**config.mk**
```make
export PLATFORM = sky130hd
export DESIGN_NAME = fetch_stage
export DESIGN_NICKNAME = d
export VERILOG_FILES = /design/src/rtl/fetch_stage.sv
export SDC_FILE = /design/constraint.sdc
export NUM_CORES = 1
export LEC_CHECK = 0
export ABC_AREA = 1
export BUFFER_PORTS_ARGS = -buffer_cell sky130_fd_sc_hd__buf_4
export CELL_PAD_IN_SITES_DETAIL_PLACEMENT = 0
export CELL_PAD_IN_SITES_GLOBAL_PLACEMENT = 1
export CORE_MARGIN = 4
export CORE_UTILIZATION = 40
export CTS_BUF_LIST = sky130_fd_sc_hd__clkbuf_4 sky130_fd_sc_hd__clkbuf_8
export DETAILED_ROUTE_END_ITERATION = 16
export GPL_TIMING_DRIVEN = 0
export PLACE_DENSITY_LB_ADDON = 0.12
export SLEW_MARGIN = 20
export SYNTH_ARGS = -nofsm -noshare
export SYNTH_HDL_FRONTEND = slang
export SYNTH_SLANG_ARGS = --single-unit
```
**constraint.sdc**
```tcl
create_clock -name clk -period 7.8 [get_ports clk]
set_clock_uncertainty 0.2 [all_clocks]
set_input_delay 1.17 -clock clk [delete_from_list [all_inputs] [get_ports clk]]
set_output_delay 1.17 -clock clk [all_outputs]
set_load 0.02 [all_outputs]
```
**src/rtl/fetch_stage.sv**
```systemverilog
// Instruction-fetch stage with IF/ID register: owns the PC, runs a single-outstanding
// request/ready handshake to instruction memory and feeds the decoder.
module fetch_stage #(
    parameter logic [31:0] RESET_PC  = 32'h0000_1000,
    parameter logic [31:0] NOP_INSTR = 32'h0000_0000
) (
    input  logic        clk,
    input  logic        reset,
    output logic        imem_req,
    output logic [31:0] imem_addr,
    input  logic        imem_ready,
    input  logic [31:0] imem_rdata,
    input  logic        stall,
    input  logic        redirect_valid,
    input  logic [31:0] redirect_pc,
    output logic        if_valid,
    output logic [31:0] if_instruction,
    output logic [31:0] if_pc,
    output logic [31:0] if_pc_plus4
);

    localparam logic [1:0] S_IDLE    = 2'd0;
    localparam logic [1:0] S_FETCH   = 2'd1;
    localparam logic [1:0] S_DISCARD = 2'd2;
    localparam logic [1:0] S_HOLD    = 2'd3;

    logic [1:0]  r_state;
    logic [31:0] r_pc;
    logic [31:0] r_tgt;
    logic [31:0] r_buf;
    logic        r_if_valid;
    logic [31:0] r_if_instr;
    logic [31:0] r_if_pc;
    logic [31:0] r_if_pc_plus4;

    logic        w_accept;
    logic [31:0] w_redirect_pc;
    logic [31:0] w_pc_plus4;
    logic [31:0] w_pc_minus4;

    assign w_accept      = !stall || !r_if_valid;
    assign w_redirect_pc = redirect_pc & ~32'h3;
    assign w_pc_plus4    = r_pc + 32'd4;
    assign w_pc_minus4   = r_pc - 32'd4;

    assign imem_req       = (r_state == S_FETCH) || (r_state == S_DISCARD);
    assign imem_addr      = r_pc;
    assign if_valid       = r_if_valid;
    assign if_instruction = r_if_instr;
    assign if_pc          = r_if_pc;
    assign if_pc_plus4    = r_if_pc_plus4;

    always_ff @(posedge clk or posedge reset) begin
        if (reset) begin
            r_state       <= S_IDLE;
            r_pc          <= RESET_PC;
            r_tgt         <= 32'd0;
            r_buf         <= 32'd0;
            r_if_valid    <= 1'b0;
            r_if_instr    <= NOP_INSTR;
            r_if_pc       <= 32'd0;
            r_if_pc_plus4 <= 32'd0;
        end else begin
            // Bubble by default when the decoder takes the slot or a redirect squashes it;
            // a load below overrides this, but the redirect paths never load.
            if (w_accept || redirect_valid) begin
                r_if_valid <= 1'b0;
                r_if_instr <= NOP_INSTR;
            end
            case (r_state)
                S_IDLE: begin
                    r_state <= S_FETCH;
                    if (redirect_valid)
                        r_pc <= w_redirect_pc;
                end
                S_FETCH: begin
                    if (imem_ready) begin
                        if (redirect_valid) begin
                            r_pc <= w_redirect_pc;
                        end else begin
                            r_pc <= w_pc_plus4;
                            if (w_accept) begin
                                r_if_valid    <= 1'b1;
                                r_if_instr    <= imem_rdata;
                                r_if_pc       <= r_pc;
                                r_if_pc_plus4 <= w_pc_plus4;
                            end else begin
                                r_buf   <= imem_rdata;
                                r_state <= S_HOLD;
                            end
                        end
                    end else if (redirect_valid) begin
                        // Request still in flight: finish it, then jump to the target.
                        r_tgt   <= w_redirect_pc;
                        r_state <= S_DISCARD;
                    end
                end
                S_DISCARD: begin
                    if (redirect_valid)
                        r_tgt <= w_redirect_pc;
                    if (imem_ready) begin
                        r_pc    <= redirect_valid ? w_redirect_pc : r_tgt;
                        r_state <= S_FETCH;
                    end
                end
                S_HOLD: begin
                    // Buffered word belongs to pc-4 because pc already advanced.
                    if (redirect_valid) begin
                        r_pc    <= w_redirect_pc;
                        r_state <= S_FETCH;
                    end else if (w_accept) begin
                        r_if_valid    <= 1'b1;
                        r_if_instr    <= r_buf;
                        r_if_pc       <= w_pc_minus4;
                        r_if_pc_plus4 <= r_pc;
                        r_state       <= S_FETCH;
                    end
                end
                default: r_state <= S_IDLE;
            endcase
        end
    end

endmodule

```
==> results of run 1 <==
-- power groups by stage --
| stage | sequential [uW] | clock [uW] | combinational [uW] |
|---|---|---|---|
| 3_3_place_gp | 1730 | 0 | 2960 |
| 5_1_grt | 1760 | 777 | 3320 |
| 6_report | 1710 | 722 | 3000 |
| 3_5_place_dp | 1730 | 0 | 2990 |
| 4_1_cts | 1710 | 741 | 3000 |
| 2_1_floorplan | 1980 | 0 | 1570 |
-- flip-flops by register name, indices dropped and copies added (netlist names) --
signal / cells
if_pc_plus4: 30
r_tgt: 32
imem_addr: 32
if_valid: 1
if_pc: 32
if_instruction: 32
r_buf: 32
r_state: 2
-- critical path: cells and delay by family (launching register included) --
| kind | cells | cell delay (ps) |
|---|---|---|
| adder cells (fa/ha/maj) | 1 | 280 |
| flip-flops | 1 | 420 |
| buffers and inverters | 3 | 390 |
-- cells in the mapped netlist, types with 2 or more instances --
cell / count / area share [%]
a21oi_1: 71 / 3.4
o21ai_1: 5 / 0.24
o21a_1: 5 / 0.36
nand3_1: 86 / 4.1
nor2_2: 11 / 0.65
buf_4: 3 / 0.21
nand4_1: 9 / 0.53
nand2_2: 2 / 0.12
o22ai_1: 2 / 0.12
inv_1: 120 / 4.3
nand2_1: 460 / 16
xor2_1: 29 / 2.4
a31oi_1: 7 / 0.42
buf_2: 39 / 1.9
inv_2: 5 / 0.18
nor3_1: 5 / 0.24
ha_1: 5 / 0.59
o211ai_1: 2 / 0.14
buf_1: 9 / 0.32
a32oi_1: 3 / 0.25
clkbuf_1: 49 / 1.7
nor2_4: 3 / 0.32
or2_2: 2 / 0.12
a21boi_0: 2 / 0.14
a221oi_1: 24 / 2.0
o21ai_0: 162 / 7.7
dfrtp_1: 192 / 46
nor2_1: 126 / 4.5
a22oi_1: 6 / 0.43
-- path summary, 6_finish.rpt --
path	startpoint	to	slack, ps	cells after the start
worst min register to register	if_pc[31]$_DFFE_PP0P_	if_pc[31]$_DFFE_PP0P_	300	2
worst min-delay path	if_pc[31]$_DFFE_PP0P_	if_pc[31]$_DFFE_PP0P_	300	2
worst max-delay path	r_state[0]$_DFFE_PP0P_	imem_req	4870	4
worst max register to register	r_state[0]$_DFFE_PP0P_	if_pc_plus4[11]$_DFFE_PP0P_	5120	7
max in group asynchronous	reset	r_tgt[9]$_DFFE_PP0P_	5850	3
min in group asynchronous	reset	if_pc[2]$_DFFE_PP0P_	590	2
-- layout make-up --
cell class | count | share of cell area [%]
buffer | 100 | 3.38
clock buffer | 17 | 1.82
clock inverter | 15 | 1.51
inverter | 125 | 3.70
multi-input combinational | 1033 | 37.2
sequential | 193 | 37.5
tap | 335 | 3.25
timing repair buffer | 197 | 11.6
-- metrics by stage --
step                      hold slack, ps  total power [uW]
after detailed placement             266              4720
final                                296              5440
after CTS                            298              5450
after global placement               259              4690
after global routing                 316              5860
after floorplan                      253              3550
-- cells by family after synthesis --
group,after synthesis
AOI/OAI and AO/OA,290
and+or+nand+nor,708
DFF,193
xor gates and xnor gates,30
buffers and inverters,225
adders and majority gates,5
-- metal layers --
layer	up-vias	wire length, um
met1	4853	16700
met2	316	17100
met5	-	0
li1	5105	-
met4	0	902
met3	52	2230
==> summary.txt, run 1 <==
Min path
  – Worst min path class: reg2reg

Clocking
  – Reg clk slew, reported paths: 110 ps
  – Skew-Pair Late Insertion Delay: 480 ps
  – Clock Sinks: 193
  – Setup Fix Bufs, Post-CTS: 0
  – Root Buffer: clkbuf_8
  – H-tree Lvls: 4
  – Post-CTS sizing: 0
  – Clk buf depth: 2
  – CTS tree: built
  – Total CTS buffers: 17
  – Hold buffers post-CTS: 0

Finish
  – Footprint of the multi-input gates: 0.00480 mm2
  – Design area: 0.0129 mm2
  – # fillers: 2722
  – Nets: 1741
  – Leading cell type in the layout, fill and taps excluded: nand2_1
  – ANT cells: 0
  – Share of cells above drive strength 1: 17.7%
  – Fin util: 49.6%
  – Commonest non-fill, non-tap cells in the layout: nand2_1 (460), buf_4 (199), dfrtp_1 (192)
  – Storage cell area: 0.00483 mm2
  – Syn-to-layout area delta: 22.4%
  – Final cell count without fillers: 2015

STA
  – Worst slew pin tran: 874 ps
  – Final setup margin: 4870 ps
  – Fin. max-slew vios: 0
  – Setup_tns: 0 ps
  – Final setup viols: 0
  – Final period utilization: 37.5%
  – Min Tclk post-route: 2930 ps
  – Final hold vios: 0
  – RSZ-0062 raised after global routing: no
  – Maximum clock rate: 342 MHz
  – Max-Slew Margin vs Limit: 41.8%

Logic synthesis
  – Compound-Gate Fraction of Synth Area: 15.2%
  – Synth Warn #: 0
  – Cells after Synth: 1451
  – Synth Register Bits: 193
  – Sequential-to-total area share from yosys stat: 45.9%
  – Simple-gate area share of the yosys netlist: 27.2%
  – Mapped Nets: 1525
  – Xor/xnor share of the synthesized area: 2.49%
  – Mux share of post-synthesis cell area: 0%
  – Ys flop type: dfrtp_1
  – Synthesized area: 0.0105 mm2
  – Post-Synth Adder-Cell Area: 0.594%
  – EDFF count, synth: 0
  – Syn Area/Cell: 7.26 um2
  – Largest family of logic cells by synthesized area: simple AND/OR/NAND/NOR gates
  – Number of library cell types mapped by synthesis: 36
  – Ys async rst share: 100%

GRT
  – Largest net degree at the start of global routing: 98
  – Grt met3 use: 4.85%
  – GR Util met2: 41.2%
  – Gr usage total: 25.3%
  – Grt total ovfl: 0
  – First-pass GRT wire length: 57200 um
  – GR met1 Demand/Resource: 34.7%
  – Vias in the first global route: 10008
  – Top Usage Layer GRT: met2
  – Antenna violations before repair: 0

Setup path
  – WP data arrival: 1560 ps
  – Kind of critical path: reg2out
  – Worst Setup Start Kind: register
  – CP endpoint kind: output pin
  – Crit path max fanout: 4
  – Crit-path max cell delay: 420 ps
  – Critical Path RT: 6430 ps
  – Crit path top cell by count: inv_1
  – Slowest CP cell: dfrtp_1
  – CP cell instances: inv_1 -> ha_1 -> inv_1 -> buf_4

Routing
  – DR WL/cell: 18.3 um
  – Vias: 10326
  – Via density: 5.12
  – Antenna Nets Post-Route: 0
  – DRC: 0
  – Detailed Route WL: 37000 um
  – DRT Pass-1 Iters: 6
  – Number of DRC markers in iteration 0: 828

Placement
  – Final HPWL DP: 28200 um
  – Gpl congestion: 0.905
  – Port-buffer cells: 196
  – Placed insts: 1983
  – Placed instance area: 0.0125 mm2
  – Setup WS pre-CTS: 4560 ps

Floorplanning
  – Die height: 170 um
  – Std cell rows: 59
  – DIE AREA: 0.0290 mm2
  – I/O pins: 199
  – Chip width: 170 um
  – Core Area: 0.0260 mm2
  – Initial Util: 40.5%

Status
  – Status: complete, no violations

Job
  – Max Cap Viol: 0

Power and ir drop
  – Flop pwr share: 31.5%
  – Switching share of power: 50.4%
  – Int Pwr: 2700 uW
  – Switching pwr: 2740 uW
  – Clock share of power: 13.3%
  – LEAKAGE: 0.00639 uW
  – Pwr per Cell Area: 422 mW/mm2
  – VDD IR max: 196 uV
  – Logic pwr share: 55.2%
Note: power is estimated with default switching activity, not from simulation.
==> run 2: changes to the inputs <==
Settings changed: CORE_UTILIZATION 40 to 37.
Clock period 7.8 ns to 2.65 ns, I/O delays scaled along.
==> run 2 against run 1 <==
  * Sequential power increased to 3.0 times the previous value
  * Flip-flop and latch count is the same
  * Non-clock buffer count grew 41
  * Clock power grew to 2.9 times the previous value
  * Design area grew 4.3%
  * Critical path depth is 3 higher
  * Worst hold slack got worse by 260 ps
  * Die area rose by 7.7%
  * Wire length is 1.2% higher
  * Register-to-register slack lost 5000 ps
  * Critical endpoint is now if_pc_plus4[13]$_DFFE_PP0P_
  * Largest power group unchanged
==> summary.txt, run 2 (synthesized netlist as in run 1, its figures left out) <==
GRT
  – Antenna violations before repair: 2
  – Vias in the first global route: 10248
  – First-pass GRT wire length: 58900 um
  – Grt total ovfl: 0
  – Largest net degree at the start of global routing: 34
  – Gr usage total: 24.2%

STA
  – Max-Slew Margin vs Limit: 45.2%
  – Final hold vios: 0
  – Final period utilization: 95.5%
  – Setup_tns: 0 ps
  – Worst slew pin tran: 823 ps
  – Min Tclk post-route: 2530 ps
  – Maximum clock rate: 395 MHz
  – Final setup viols: 0
  – RSZ-0062 raised after global routing: no
  – Fin. max-slew vios: 0

Setup path
  – CP cell instances: ha_1 -> buf_4 -> inv_2 -> clkbuf_1 -> clkbuf_2 -> nand2_1 -> a21oi_1
  – WP data arrival: 2750 ps
  – Setup crit start: r_state[1]$_DFFE_PP0P_
  – R2R cell count: 7
  – FF-to-FF setup slack: 120 ps
  – Slowest CP cell: clkbuf_1
  – Crit path max fanout: 10
  – CP endpoint kind: register
  – Critical Path RT: 2870 ps
  – Buf+Inv Stages, Crit Path: 4
  – Worst Setup Start Kind: register
  – Kind of critical path: reg2reg
  – CP top delay family: buffers and inverters
  – Crit-path max cell delay: 500 ps
  – Worst r2r src: r_state[1]$_DFFE_PP0P_
  – Worst reg2reg path endpoint: if_pc_plus4[13]$_DFFE_PP0P_

Routing
  – Vias: 10456
  – Antenna Nets Post-Route: 0
  – DRC: 0
  – Number of DRC markers in iteration 0: 703
  – DR WL/cell: 17.8 um
  – DRT Pass-1 Iters: 5
  – Detailed Route WL: 37400 um
  – Via density: 4.98

Floorplanning
  – Core Area: 0.0279 mm2
  – DIE AREA: 0.0312 mm2
  – Initial Util: 37.7%
  – I/O pins: 199
  – Chip width: 177 um
  – Die height: 177 um
  – Std cell rows: 61

Placement
  – Port-buffer cells: 196
  – Placed instance area: 0.0126 mm2
  – Gpl congestion: 0.853
  – Placed insts: 2032
  – Final HPWL DP: 28900 um

Clocking
  – Root Buffer: clkbuf_8
  – Skew-Pair Late Insertion Delay: 490 ps
  – Clk buf depth: 2
  – CTS tree: built
  – Reg clk slew, reported paths: 120 ps
  – Setup Fix Bufs, Post-CTS: 0
  – Total CTS buffers: 17
  – Clock Sinks: 193
  – H-tree Lvls: 4

Power and ir drop
  – Clock share of power: 12.9%
  – Switching pwr: 8080 uW
  – Logic pwr share: 55.7%
  – Int Pwr: 8000 uW
  – LEAKAGE: 0.00658 uW
  – Pwr per Cell Area: 1200 mW/mm2
  – Post-route total power: 16100 uW
  – Switching share of power: 50.2%
  – VDD IR max: 424 uV
  – Flop pwr share: 31.4%

Finish
  – Final cell count without fillers: 2099
  – Syn-to-layout area delta: 27.6%
  – Commonest non-fill, non-tap cells in the layout: nand2_1 (460), buf_4 (199), dfrtp_1 (191)
  – Share of cells above drive strength 1: 18.2%
  – ANT cells: 0
  – Nets: 1782
  – Design area: 0.0134 mm2
  – Leading cell type in the layout, fill and taps excluded: nand2_1

Min path
  – Hold Path End: imem_addr[11]$_DFFE_PP0P_
  – Worst min path class: in2reg
  – Hold Startpoint: redirect_pc[11]
  – Worst Hold Depth: 3

Status
  – Status: complete, no violations

Job
  – Max Cap Viol: 0
[run 2: cell types whose count changed in the layout (fill, tap and decap cells not counted), moves of 2 or more]
cell / previous run / this run
buf_12: 0 / 5
clkbuf_1: 49 / 46
clkbuf_2: 0 / 3
clkinvlp_4: 0 / 4
dlygate4sd3_1: 0 / 35
inv_8: 7 / 5
[run 2: area by class of cell]
type | count | area (um2)
fillers | 2930 | 14500
flip-flops and latches | 193 | 4830
multi-input cells | 1033 | 4820
repair buffers | 238 | 1980
inverters | 125 | 477
well taps | 378 | 473
plain buffers | 100 | 439
clock buffers | 17 | 234
clock inverters | 15 | 186
[run 2: power by group through the flow]
| stage | Clock [uW] | Sequential, uW | Combinational, uW |
|---|---|---|---|
| detailed placement | 0 | 5110 | 8850 |
| CTS | 2130 | 5040 | 8920 |
| floorplan | 0 | 5830 | 4610 |
| global route | 2240 | 5200 | 9940 |
| finish | 2080 | 5050 | 8950 |
| global placement | 0 | 5100 | 8740 |
[run 2: tightest hold or removal path, cell delays in order]
cell      delay (ps)
buf_4             80
a221oi_1          70
a21oi_1          140
[run 2: timing repair]
action,in CTS,in global routing
setup endpoints to repair,6,78
gates resized for setup,1,11
hold endpoints to repair,53,0
hold buffers,35,0
[run 2: through the flow]
stage	setup slack [ps]	util, %	hold slack (ps)
after floorplan	-437	-	253
after global placement	-1870	44.7	258
after detailed placement	-92.7	45.2	262
after CTS	14.6	48.0	14.3
after global routing	9.26	48.1	23.8
final	119	48.1	38.1
[run 2: worst max-delay path by stage]
stage	to	slack (ps)	depth (start not counted)
CTS	if_pc_plus4[8]$_DFFE_PP0P_	10	10
global route	imem_addr[16]$_DFFE_PP0P_	9	9
detailed placement	if_pc_plus4[13]$_DFFE_PP0P_	-90	7
floorplan	if_instruction[0]$_DFF_PP0_	-440	1
global placement	r_tgt[27]$_DFFE_PP0P_	-1870	2
finish	if_pc_plus4[13]$_DFFE_PP0P_	120	7
[run 2: metal layers]
layer	vias up	share of wire (%)	wire length (um)	GRT usage [%]
met1	4934	45	16700	33.1
li1	5185	-	-	-
met4	4	1.7	652	6.16
met5	-	0.067	25	0
met2	291	47	17700	39.9
met3	42	6.3	2350	4.51
